--- src/rtl/sigmeas_pkg.sv ---
`timescale 1ns/1ps
// Shared types and constants for the signal measurement blocks.
package sigmeas_pkg;

    typedef enum logic [2:0] {
        IDLE = 3'd0,
        ARM  = 3'd1,
        MEAS = 3'd2,
        DIV  = 3'd3,
        DONE = 3'd4
    } state_t;

    localparam int DUTY_SCALE = 1000;
    localparam int DUTY_W     = 10;

    // Limit the requested averaging exponent to what the edge counter can hold.
    function automatic logic [2:0] clamp_log2(input logic [2:0] k, input int unsigned max_k);
        if ({29'd0, k} > max_k) begin
            return max_k[2:0];
        end
        return k;
    endfunction

endpackage

--- src/rtl/signal_measure_multi_div.sv ---
`timescale 1ns/1ps
// Fixed-latency restoring divider: one quotient bit per clock.
// The start cycle already performs the first iteration, so done pulses
// exactly NUM_W cycles after start with the quotient on quo.
// A start while busy restarts the division.
module seq_divider #(
    parameter int NUM_W = 36,
    parameter int DEN_W = 26
)(
    input  logic             clk,
    input  logic             rst_n,
    input  logic             start,
    input  logic [NUM_W-1:0] num,
    input  logic [DEN_W-1:0] den,
    output logic             busy,
    output logic             done,
    output logic [NUM_W-1:0] quo
);

    localparam int IT_W = $clog2(NUM_W + 1);

    if (NUM_W < 2) begin : g_bad_num_w
        $error("seq_divider needs NUM_W >= 2");
    end

    logic [DEN_W-1:0] rem_q, rem_d, den_q, den_d, src_rem, src_den;
    logic [NUM_W-1:0] shift_q, shift_d, src_shift;
    logic [IT_W-1:0]  cnt_q, cnt_d;
    logic             busy_q, busy_d, done_q, done_d;
    logic [DEN_W:0]   trial, trial_sub;
    logic             fits;

    // One restoring step; shift_q holds the unconsumed numerator bits above
    // the quotient bits produced so far.
    always_comb begin
        src_rem   = start ? '0  : rem_q;
        src_shift = start ? num : shift_q;
        src_den   = start ? den : den_q;
        trial     = {src_rem, src_shift[NUM_W-1]};
        trial_sub = trial - {1'b0, src_den};
        fits      = (trial >= {1'b0, src_den});

        rem_d   = rem_q;
        shift_d = shift_q;
        den_d   = den_q;
        cnt_d   = cnt_q;
        busy_d  = busy_q;
        done_d  = 1'b0;

        if (start || busy_q) begin
            rem_d   = fits ? trial_sub[DEN_W-1:0] : trial[DEN_W-1:0];
            shift_d = {src_shift[NUM_W-2:0], fits};
            den_d   = src_den;
        end

        if (start) begin
            cnt_d  = IT_W'(NUM_W - 1);
            busy_d = 1'b1;
        end else if (busy_q) begin
            cnt_d = cnt_q - IT_W'(1);
            if (cnt_q == IT_W'(1)) begin
                busy_d = 1'b0;
                done_d = 1'b1;
            end
        end
    end

    // Divider state registers.
    always_ff @(posedge clk or negedge rst_n) begin
        if (!rst_n) begin
            rem_q   <= '0;
            den_q   <= '0;
            shift_q <= '0;
            cnt_q   <= '0;
            busy_q  <= 1'b0;
            done_q  <= 1'b0;
        end else begin
            rem_q   <= rem_d;
            den_q   <= den_d;
            shift_q <= shift_d;
            cnt_q   <= cnt_d;
            busy_q  <= busy_d;
            done_q  <= done_d;
        end
    end

    assign busy = busy_q;
    assign done = done_q;
    assign quo  = shift_q;

endmodule

--- src/rtl/signal_measure_multi.sv ---
`timescale 1ns/1ps
// Multi-channel period / high-time measurement engine. One FSM is shared
// across N_CH synchronised inputs; averages over 2^k reference periods and
// derives a per-mille duty cycle through a sequential divider.
module signal_measure_multi
    import sigmeas_pkg::*;
#(
    parameter int CLK_FREQ     = 50_000_000,
    parameter int N_CH         = 4,
    parameter int CNT_W        = 26,
    parameter int MAX_AVG_LOG2 = 4,
    parameter int TIMEOUT_CYC  = CLK_FREQ
)(
    input  logic                                    clk,
    input  logic                                    rst_n,
    input  logic                                    start,
    input  logic [((N_CH > 1) ? $clog2(N_CH) : 1)-1:0] ch_sel,
    input  logic [2:0]                              avg_log2,
    input  logic                                    edge_pol,
    input  logic [N_CH-1:0]                         sig_in,
    output logic                                    busy,
    output logic                                    done,
    output logic                                    timeout,
    output logic [CNT_W-1:0]                        period_sum,
    output logic [CNT_W-1:0]                        high_sum,
    output logic [CNT_W-1:0]                        period_avg,
    output logic [DUTY_W-1:0]                       duty_pm
);

    localparam int CH_W  = (N_CH > 1) ? $clog2(N_CH) : 1;
    localparam int CH_N  = 1 << CH_W;
    localparam int EC_W  = MAX_AVG_LOG2 + 1;
    localparam int NUM_W = CNT_W + DUTY_W;
    localparam logic [CNT_W-1:0] TMO_LAST = CNT_W'(TIMEOUT_CYC - 1);

    if (TIMEOUT_CYC < 2 || 64'(TIMEOUT_CYC) >= (64'd1 << CNT_W)) begin : g_bad_timeout
        $error("TIMEOUT_CYC must be in [2, 2^CNT_W)");
    end
    if (MAX_AVG_LOG2 > 7 || N_CH < 1) begin : g_bad_cfg
        $error("MAX_AVG_LOG2 must be <= 7 and N_CH >= 1");
    end

    genvar gi;

    state_t            state_q, state_d;
    logic [CH_W-1:0]   ch_q, ch_d;
    logic [2:0]        k_q, k_d;
    logic              pol_q, pol_d;
    logic [CNT_W-1:0]  per_acc_q, per_acc_d, high_acc_q, high_acc_d;
    logic [CNT_W-1:0]  tmo_cnt_q, tmo_cnt_d;
    logic [EC_W-1:0]   edge_cnt_q, edge_cnt_d;
    logic              timeout_q, timeout_d;
    logic [CNT_W-1:0]  period_sum_q, period_sum_d, high_sum_q, high_sum_d;
    logic [CNT_W-1:0]  period_avg_q, period_avg_d;
    logic [DUTY_W-1:0] duty_q, duty_d;

    logic [N_CH-1:0]   lvl, edg;
    logic [CH_N-1:0]   lvl_ext, edg_ext;
    logic              sel_lvl, sel_edge, last_edge, tmo_hit, abort;
    logic [CNT_W-1:0]  lvl_cnt;
    logic [EC_W-1:0]   edge_target;

    logic              div_start, div_busy, div_done;
    logic [NUM_W-1:0]  div_num, div_quo;

    // Per-channel 2-FF synchroniser and edge-detect delay stage.
    for (gi = 0; gi < N_CH; gi++) begin : g_sync
        logic s1_q, s2_q, dly_q;

        // Shift the raw pin through the synchroniser and the delay register.
        always_ff @(posedge clk or negedge rst_n) begin
            if (!rst_n) begin
                s1_q  <= 1'b0;
                s2_q  <= 1'b0;
                dly_q <= 1'b0;
            end else begin
                s1_q  <= sig_in[gi];
                s2_q  <= s1_q;
                dly_q <= s2_q;
            end
        end

        assign lvl[gi] = s2_q;
        assign edg[gi] = pol_q ? (dly_q & ~s2_q) : (s2_q & ~dly_q);
    end

    // Pad to a power of two so any ch_sel code indexes safely (unused codes read 0).
    for (gi = 0; gi < CH_N; gi++) begin : g_pad
        if (gi < N_CH) begin : g_real
            assign lvl_ext[gi] = lvl[gi];
            assign edg_ext[gi] = edg[gi];
        end else begin : g_none
            assign lvl_ext[gi] = 1'b0;
            assign edg_ext[gi] = 1'b0;
        end
    end

    assign sel_lvl     = lvl_ext[ch_q];
    assign sel_edge    = edg_ext[ch_q];
    assign lvl_cnt     = {{(CNT_W-1){1'b0}}, sel_lvl};
    assign edge_target = EC_W'(1) << k_q;
    assign last_edge   = (edge_cnt_q + EC_W'(1)) == edge_target;
    assign tmo_hit     = (tmo_cnt_q >= TMO_LAST);
    assign div_num     = NUM_W'(high_acc_q) * NUM_W'(DUTY_SCALE);

    seq_divider #(
        .NUM_W (NUM_W),
        .DEN_W (CNT_W)
    ) u_div (
        .clk   (clk),
        .rst_n (rst_n),
        .start (div_start),
        .num   (div_num),
        .den   (per_acc_q),
        .busy  (div_busy),
        .done  (div_done),
        .quo   (div_quo)
    );

    // Next-state and datapath updates for the measurement FSM.
    always_comb begin
        state_d      = state_q;
        ch_d         = ch_q;
        k_d          = k_q;
        pol_d        = pol_q;
        per_acc_d    = per_acc_q;
        high_acc_d   = high_acc_q;
        edge_cnt_d   = edge_cnt_q;
        tmo_cnt_d    = tmo_cnt_q;
        timeout_d    = timeout_q;
        period_sum_d = period_sum_q;
        high_sum_d   = high_sum_q;
        period_avg_d = period_avg_q;
        duty_d       = duty_q;
        div_start    = 1'b0;
        abort        = 1'b0;

        case (state_q)
            IDLE: begin
                if (start) begin
                    ch_d       = ch_sel;
                    k_d        = clamp_log2(avg_log2, MAX_AVG_LOG2);
                    pol_d      = edge_pol;
                    timeout_d  = 1'b0;
                    per_acc_d  = '0;
                    high_acc_d = '0;
                    edge_cnt_d = '0;
                    tmo_cnt_d  = '0;
                    state_d    = ARM;
                end
            end
            ARM: begin
                tmo_cnt_d = tmo_cnt_q + CNT_W'(1);
                if (tmo_hit) begin
                    abort = 1'b1;
                end else if (sel_edge) begin
                    // The arming edge cycle is the first cycle of the window.
                    per_acc_d  = CNT_W'(1);
                    high_acc_d = lvl_cnt;
                    state_d    = MEAS;
                end
            end
            MEAS: begin
                tmo_cnt_d = tmo_cnt_q + CNT_W'(1);
                if (sel_edge && last_edge) begin
                    // Closing edge is excluded so the window is exactly 2^k periods.
                    div_start = 1'b1;
                    state_d   = DIV;
                end else if (tmo_hit) begin
                    abort = 1'b1;
                end else begin
                    per_acc_d  = per_acc_q + CNT_W'(1);
                    high_acc_d = high_acc_q + lvl_cnt;
                    if (sel_edge) begin
                        edge_cnt_d = edge_cnt_q + EC_W'(1);
                    end
                end
            end
            DIV: begin
                if (div_done && !div_busy) begin
                    period_sum_d = per_acc_q;
                    high_sum_d   = high_acc_q;
                    period_avg_d = per_acc_q >> k_q;
                    duty_d       = (div_quo > NUM_W'(DUTY_SCALE)) ? DUTY_W'(DUTY_SCALE)
                                                                  : div_quo[DUTY_W-1:0];
                    state_d      = DONE;
                end
            end
            DONE: begin
                state_d = IDLE;
            end
            default: begin
                state_d = IDLE;
            end
        endcase

        if (abort) begin
            state_d      = DONE;
            timeout_d    = 1'b1;
            period_sum_d = '0;
            high_sum_d   = '0;
            period_avg_d = '0;
            duty_d       = '0;
        end
    end

    // FSM, accumulator and result registers.
    always_ff @(posedge clk or negedge rst_n) begin
        if (!rst_n) begin
            state_q      <= IDLE;
            ch_q         <= '0;
            k_q          <= '0;
            pol_q        <= 1'b0;
            per_acc_q    <= '0;
            high_acc_q   <= '0;
            edge_cnt_q   <= '0;
            tmo_cnt_q    <= '0;
            timeout_q    <= 1'b0;
            period_sum_q <= '0;
            high_sum_q   <= '0;
            period_avg_q <= '0;
            duty_q       <= '0;
        end else begin
            state_q      <= state_d;
            ch_q         <= ch_d;
            k_q          <= k_d;
            pol_q        <= pol_d;
            per_acc_q    <= per_acc_d;
            high_acc_q   <= high_acc_d;
            edge_cnt_q   <= edge_cnt_d;
            tmo_cnt_q    <= tmo_cnt_d;
            timeout_q    <= timeout_d;
            period_sum_q <= period_sum_d;
            high_sum_q   <= high_sum_d;
            period_avg_q <= period_avg_d;
            duty_q       <= duty_d;
        end
    end

    assign busy       = (state_q == ARM) || (state_q == MEAS) || (state_q == DIV);
    assign done       = (state_q == DONE);
    assign timeout    = timeout_q;
    assign period_sum = period_sum_q;
    assign high_sum   = high_sum_q;
    assign period_avg = period_avg_q;
    assign duty_pm    = duty_q;

endmodule

--- config.mk ---
export PLATFORM = sky130hd
export DESIGN_NAME = signal_measure_multi
export DESIGN_NICKNAME = d
export VERILOG_FILES = /design/src/rtl/sigmeas_pkg.sv /design/src/rtl/signal_measure_multi_div.sv /design/src/rtl/signal_measure_multi.sv
export SDC_FILE = /design/constraint.sdc
export NUM_CORES = 1
export LEC_CHECK = 0
export ABC_AREA = 1
export CORE_MARGIN = 5
export CORE_UTILIZATION = 62
export DETAILED_ROUTE_END_ITERATION = 8
export GPL_TIMING_DRIVEN = 0
export HOLD_SLACK_MARGIN = 0.06
export PLACE_DENSITY_LB_ADDON = 0.08
export SYNTH_ARGS = -nofsm -noshare
export SYNTH_HDL_FRONTEND = slang
export SYNTH_HIERARCHICAL = 1
export SYNTH_SLANG_ARGS = --single-unit
--- constraint.sdc ---
create_clock -name clk -period 6.9 [get_ports clk]
set_input_delay 1.38 -clock clk [delete_from_list [all_inputs] [get_ports clk]]
set_output_delay 1.38 -clock clk [all_outputs]
set_load 0.02 [all_outputs]
==> results of run 1 <==
[per-layer routing]
| metal | vias to the layer above | part of all wire, % | GRT usage (%) |
|---|---|---|---|
| li1 | 9628 | - | - |
| met1 | 9854 | 40 | 43.2 |
| met2 | 854 | 47 | 55.8 |
| met3 | 213 | 7.5 | 6.02 |
| met4 | 0 | 5.6 | 16.5 |
| met5 | - | 0 | 0 |
[cell type report]
class	instances	area, um2
plain buffers	108	544
repair buffers	105	1090
well taps	455	569
inverters	419	1580
clock inverters	18	230
clock buffers	44	938
flip-flops and latches	289	7240
multi-input cells	2104	12400
fillers	2899	9950
[power groups by stage]
stage	logic (mW)	registers (mW)	clock network (mW)
6_report	4.41	2.37	1.88
5_1_grt	4.89	2.41	1.97
4_1_cts	4.33	2.36	1.90
3_5_place_dp	4.29	2.39	0
3_3_place_gp	4.20	2.38	0
2_1_floorplan	3.00	2.39	0
[cells by family after synthesis]
group | Yosys count
buffers and inverters | 527
other | 1
AOI/OAI and AO/OA | 383
and+or+nand+nor | 1431
DFF | 289
muxes | 4
xor gates and xnor gates | 84
adders and majority gates | 199
[stage by stage]
step	hold slack, ns	instances	utilization (%)	setup slack [ns]
2_1_floorplan	0.331	2920	-	1.26
3_3_place_gp	0.334	3478	67.6	-7.72
3_5_place_dp	0.337	3480	67.8	0.248
4_1_cts	0.350	3542	71.2	0.210
5_1_grt	0.355	3542	71.2	0.0923
6_report	0.348	3542	71.2	0.496
[worst max path at each step]
stage | slack, ns | endpoint | startpoint
3_5_place_dp | 0.25 | u_div/rem_q[12] | high_acc_q[19]
2_1_floorplan | 1.26 | u_div/rem_q[12] | high_acc_q[19]
6_report | 0.50 | u_div/rem_q[14] | high_acc_q[16]
5_1_grt | 0.09 | u_div/rem_q[16] | high_acc_q[5]
4_1_cts | 0.21 | u_div/rem_q[12] | high_acc_q[19]
3_3_place_gp | -7.72 | u_div/quo[34] | rst_n
[cell usage in the layout, fill, tap and decap left out, drive strengths merged, types with 3 or more instances in the layout]
cell type	count
ha	104
nand2	836
nor3	43
o211ai	11
o22ai	15
clkdlybuf4s50	102
nand3b	3
o221ai	45
nand3	126
nor2	289
or2	26
clkinv	16
inv	415
buf	43
fa	95
a22oi	3
a31oi	5
conb	3
dfrtp	289
nor4	10
a21o	9
clkbuf	112
clkinvlp	4
xnor2	15
a21oi	135
nand4	94
o21bai	5
xor2	69
mux2i	4
o21ai	149
==> summary.txt, run 1 <==
Power
  • Power Dens Cells: around 350 nW/um2
  • Sw power: a little over 4 mW
  • Leakage: between 10 and 15 nW
  • Internal power: around 4.6 mW
  • Power Total: roughly 8.7 mW
  • VDD IR max: 314 uV
  • Sequential Power Share: 27.4%
  • Comb pwr share: between 50% and 60%
  • Sw Share: a little under half
  • Clock share of power: a little over a fifth

Clock tree
  • Clk buf depth: 3
  • Reg clk slew, reported paths: around 0.060 ns
  • TritonCTS clock tree: built
  • Post_cts resized: 0
  • Number of hold buffers added after cts: 0
  • CTS H-tree lvls: 2
  • Post-CTS setup buffer count: 0
  • CTS Root Cell: clkbuf_16
  • Worst-skew pair later-pin latency: a little under 0.6 ns
  • CTS sink cnt: 289
  • CTS Buf Count: 34

Floorplanning
  • Core Rows: 68
  • Die Height: 197 um
  • Total core area: 34,500 um2
  • Die width: just under 200 um
  • IO Count: 104
  • Die area: 38,900 um2
  • Initial core utilization: between 60% and 70%

Setup path
  • Stages on the worst setup path: 32
  • Slowest-stage cell, CP: fa_1
  • R2r startpoint: high_acc_q[16]
  • CP Class: flip-flop to flip-flop
  • Crit path max fanout: 10
  • CP peak stage delay: 0.56 ns
  • Crit path launch type: flip-flop
  • FF-to-FF End: u_div/rem_q[14]
  • Cells on worst reg2reg path: 32
  • Worst Path Arrival: around 6.9 ns
  • WP data required: between 7 and 8 ns
  • CP endpoint kind: flip-flop
  • Worst reg2reg setup slack: approximately 0.50 ns
  • Delay-heaviest family, CP: adder cells
  • CP Buf/Inv Count: 7
  • Most used cell, CP: nand2_1

Synth
  • Seq/Total Area, Yosys: ~33%
  • Compound-gate portion of the synthesized area: a little over a tenth
  • Mapped Area: 21,700 um2
  • Synth cell count leaders: 827 x nand2_1, 407 x inv_1, 289 x dfrtp_1
  • Yosys reg bits: 289
  • Netlist cell types: 50
  • Syn. warnings: 6
  • Post-synth top flop: dfrtp_1
  • Asr flop ratio synth: 100%
  • Largest family of logic cells by synthesized area: simple AND/OR/NAND/NOR gates
  • Post-Synth XOR/XNOR Area: 3.38%
  • Synth area leader: dfrtp_1
  • Post-synthesis simple-gate area fraction: around 28%
  • Post-synth top area share: 33.3%
  • Post-synthesis mux area share: 0.184%
  • Post-synth EDFFs: 0
  • Synth Instances: between 2,000 and 3,000
  • Synth Area in Adders: 14.7%
  • Syn_area_per_cell: around 7.5 um2
  • Largest cells by area after synthesis: dfrtp_1 33%, nand2_1 14%, fa_1 8.7%, inv_1 7.0%, ha_1 6.0%
  • Dominant cell by count in the synthesized netlist: nand2_1

Detailed routing
  • ANT nets after route: 0
  • Via density: roughly 5.8
  • First DRT Iteration DRCs: about 1,600
  • Drt wl/cell: 18.4 um
  • Vias: ~21,000
  • DRC errors left: 0
  • Drt pass-1 iters: 6
  • Wirelength, routed: roughly 65 mm

STA
  • Fmax: ~160 MHz
  • Max_slew headroom: between 40 and 50%
  • Sum Neg Setup Slack: 0 ns
  • Slew @ Worst Pin: approximately 0.86 ns
  • Setup Skew: about 0.048 ns
  • Final hold violations: 0
  • RSZ-0062 raised after global routing: no
  • Tmin final: 6.40 ns
  • Final setup viols: 0
  • Slew Limit Fails: 0
  • Part of the cycle the worst path needs: between 90% and 100%

Final layout
  • Final instance area: roughly 25,000 um2
  • P&R area growth vs syn: 13.1%
  • Max FFs per register: 36
  • Share of layout cells above drive strength 1: 6.67%
  • Antenna fix cells: 0
  • Nets: ~3,300

Global route
  • Total GRT Usage: ~34%
  • Vias in the first global route: approximately 21,000
  • Grt total ovfl: 0
  • Initial antenna violation count: 0
  • Largest net degree at the start of global routing: 120
  • First-pass GRT wire length: 106 mm

Hold path
  • HP Start: g_sync[2].s1_q
  • Hold Path Depth: 0
  • Hold EP: g_sync[2].s2_q
  • Tightest Hold Check Type: flip-flop to flip-flop

Run
  • Max Cap Viol: 0

Placed design
  • Routability Congestion: 0.977
  • HPWL after DPL: 50.2 mm
  • Port Buf Inserts: 103
  • Post-DP Area: 23,400 um2

Status
  • Status: complete, no violations
Power figures use the tool's default switching activity.
==> inputs of run 2 (changes only) <==
--- a/config.mk
+++ b/config.mk
@@ -11,7 +11,7 @@
 export DETAILED_ROUTE_END_ITERATION = 8
 export GPL_TIMING_DRIVEN = 0
 export HOLD_SLACK_MARGIN = 0.06
-export PLACE_DENSITY_LB_ADDON = 0.08
+export PLACE_DENSITY = 0.82
 export SYNTH_ARGS = -nofsm -noshare
 export SYNTH_HDL_FRONTEND = slang
 export SYNTH_HIERARCHICAL = 1
==> run 2 against run 1 <==
Against the previous run: power is 0.14% higher; first-iteration DRC count is 2.8% higher; routed wire length is 2.7% higher; cell area is 0.16% higher; critical path depth stayed put; maximum frequency is 3.3% lower; highest routed layer unchanged; critical endpoint is now u_div/rem_q[17]; non-clock buffer count is 4 higher; clock power hardly changed; via count is 0.53% higher; clock skew is 0.025 ns lower.
==> summary.txt, run 2 (synthesized netlist as in run 1, its figures left out) <==
Global route
  • First-pass GRT wire length: 108 mm (+1.8%)
  • Largest net degree at the start of global routing: 118 (-1.7%)
  • Grt total ovfl: 0 (unchanged)
  • Initial antenna violation count: 0 (unchanged)
  • Total GRT Usage: 34.5% (+0.70 points)
  • Vias in the first global route: 20,500 (-1.4%)

STA
  • Sum Neg Setup Slack: 0 ns (unchanged)
  • Max_slew headroom: 41.4% (-1.2 points)
  • Part of the cycle the worst path needs: 95.9% (+3.1 points)
  • Tmin final: 6.62 ns (+0.216 ns)
  • Slew Limit Fails: 0 (unchanged)
  • Final setup viols: 0 (unchanged)
  • Fmax: 151 MHz (-3.3%)
  • Final hold violations: 0 (unchanged)
  • Slew @ Worst Pin: 0.879 ns (+0.0178 ns)
  • Setup Skew: 0.0226 ns (-0.0251 ns)

Detailed routing
  • DRC errors left: 0 (unchanged)
  • Drt wl/cell: 18.9 um (+2.7%)
  • Via density: 5.83 (+0.53%)
  • Vias: 20,700 (+0.53%)
  • First DRT Iteration DRCs: 1,687 (+2.8%)
  • Wirelength, routed: 66.9 mm (+2.7%)
  • ANT nets after route: 0 (unchanged)
  • Drt pass-1 iters: 8 (+2)

Floorplanning
  • Die width: 197 um (unchanged)
  • IO Count: 104 (unchanged)
  • Core Rows: 68 (unchanged)
  • Total core area: 34,500 um2 (unchanged)
  • Initial core utilization: 62.9% (unchanged)
  • Die Height: 197 um (unchanged)
  • Die area: 38,900 um2 (unchanged)

Placed design
  • HPWL after DPL: 51.7 mm (+3.1%)
  • Routability Congestion: 0.989 (+1.2%)
  • Port Buf Inserts: 103 (unchanged)

Power
  • Leakage: 11.8 nW (about the same)
  • Power Dens Cells: 352 nW/um2 (about the same)
  • VDD IR max: 276 uV (-12%)

Setup path
  • CP peak stage delay: 0.61 ns (+0.05 ns)
  • CP Buf/Inv Count: 5 (-2)
  • CP Class: flip-flop to flip-flop
  • Delay-heaviest family, CP: adder cells
  • Most used cell, CP: nand2_1
  • CP endpoint kind: flip-flop
  • Slowest-stage cell, CP: fa_1
  • Crit path launch type: flip-flop
  • Crit path max fanout: 10 (unchanged)
  • Worst Path Arrival: 7.02 ns (+0.16 ns)
  • WP data required: 7.30 ns (-0.06 ns)

Clock tree
  • Number of hold buffers added after cts: 0 (unchanged)
  • Clk buf depth: 3 (unchanged)
  • CTS Root Cell: clkbuf_16
  • CTS Buf Count: 34 (unchanged)
  • TritonCTS clock tree: built
  • Worst-skew pair later-pin latency: 0.52 ns (-0.07 ns)
  • Reg clk slew, reported paths: 0.06 ns (about the same)
  • CTS H-tree lvls: 2 (unchanged)
  • CTS sink cnt: 289 (unchanged)

Final layout
  • Commonest cells after routing, fill and taps aside: 827 x nand2_1, 403 x inv_1, 285 x dfrtp_1, 281 x nor2_1, 144 x o21ai_0
  • Util after Layout: 71.3% (+0.12 points)
  • Max FFs per register: 36 (unchanged)
  • Share of layout cells above drive strength 1: 6.84% (+0.16 points)
  • P&R area growth vs syn: 13.3%
  • Antenna fix cells: 0 (unchanged)
  • Fill cell count: 2,838 (-2.1%)
  • Commonest non-fill, non-tap cell in the layout: nand2_1
  • Nets: 3,277 (+0.12%)

Status
  • Status: complete, no violations

Run
  • Max Cap Viol: 0 (unchanged)

Hold path
  • Tightest Hold Check Type: flip-flop to flip-flop
-- run 2: cell count changes in the layout (fill, tap and decap cells not counted), moves of 3 or more --
| cell | delta |
|---|---|
| clkbuf_16 | +3 |
| clkinvlp_4 | +3 |
| buf_4 | +4 |
| inv_1 | -3 |
| clkinv_4 | -3 |
| clkinv_2 | -3 |
-- run 2: metal layers --
metal | vias up | wire [um] | global-route usage, %
li1 | 9658 | - | -
met4 | 0 | 3150 | 14.8
met5 | - | 0 | 0
met1 | 9851 | 27100 | 45.5
met3 | 227 | 4840 | 5.05
met2 | 922 | 31800 | 57.2
-- run 2: path summary, 6_finish.rpt --
kind	start	endpoint	slack (ns)	cells after the start
worst max-delay path	high_acc_q[5]	u_div/rem_q[17]	0.28	32
worst min-delay path	g_sync[1].s1_q	g_sync[1].s2_q	0.34	0
worst max register to register	high_acc_q[5]	u_div/rem_q[17]	0.28	32
worst min register to register	g_sync[1].s1_q	g_sync[1].s2_q	0.34	0
max in group asynchronous	rst_n	u_div/rem_q[2]	4.90	2
min in group asynchronous	rst_n	tmo_cnt_q[22]	0.92	1
-- run 2: metrics by stage --
stage | instance area (um2) | total power [mW] | setup WS [ns] | std cells | hold slack [ns]
detailed placement | 23400 | 6.68 | 0.0742 | 3480 | 0.335
global placement | 23300 | 6.59 | -7.64 | 3478 | 0.336
CTS | 24600 | 8.60 | 0.00798 | 3538 | 0.346
floorplan | 21700 | 5.39 | 1.26 | 2920 | 0.331
global route | 24600 | 9.29 | -0.0245 | 3542 | 0.346
finish | 24600 | 8.68 | 0.280 | 3542 | 0.342
-- run 2: area by class of cell --
class                           count  area [um2]  area share [%]
Multi-Input combinational cell   2104       12400            50.4
Sequential cell                   289        7240            29.4
Inverter                          419        1580            6.43
Timing Repair Buffer              109        1120            4.55
Clock buffer                       47         993            4.03
Tap cell                          455         569            2.31
Buffer                            108         544            2.21
Clock inverter                     11         165           0.670
-- run 2: timing repair --
item	in CTS	in global routing
setup buffers	0	4
resized for setup	0	13
endpoints found under the setup margin	0	27
-- run 2: worst reg2reg max path, delay by kind of cell (launching register included) --
family,cells,cell delay (ns)
and+or+nand+nor,18,2.11
AOI/OAI and AO/OA,3,0.54
DFF,1,0.49
adders and majority gates,6,2.73
buffers and inverters,5,0.63
-- run 2: where the power goes --
part           leakage [nW]  internal (mW)  total [mW]  switching, mW
logic                  7.41           1.48        4.42           2.95
registers              3.86           2.08        2.37          0.289
clock network         0.555           1.16        1.89          0.730
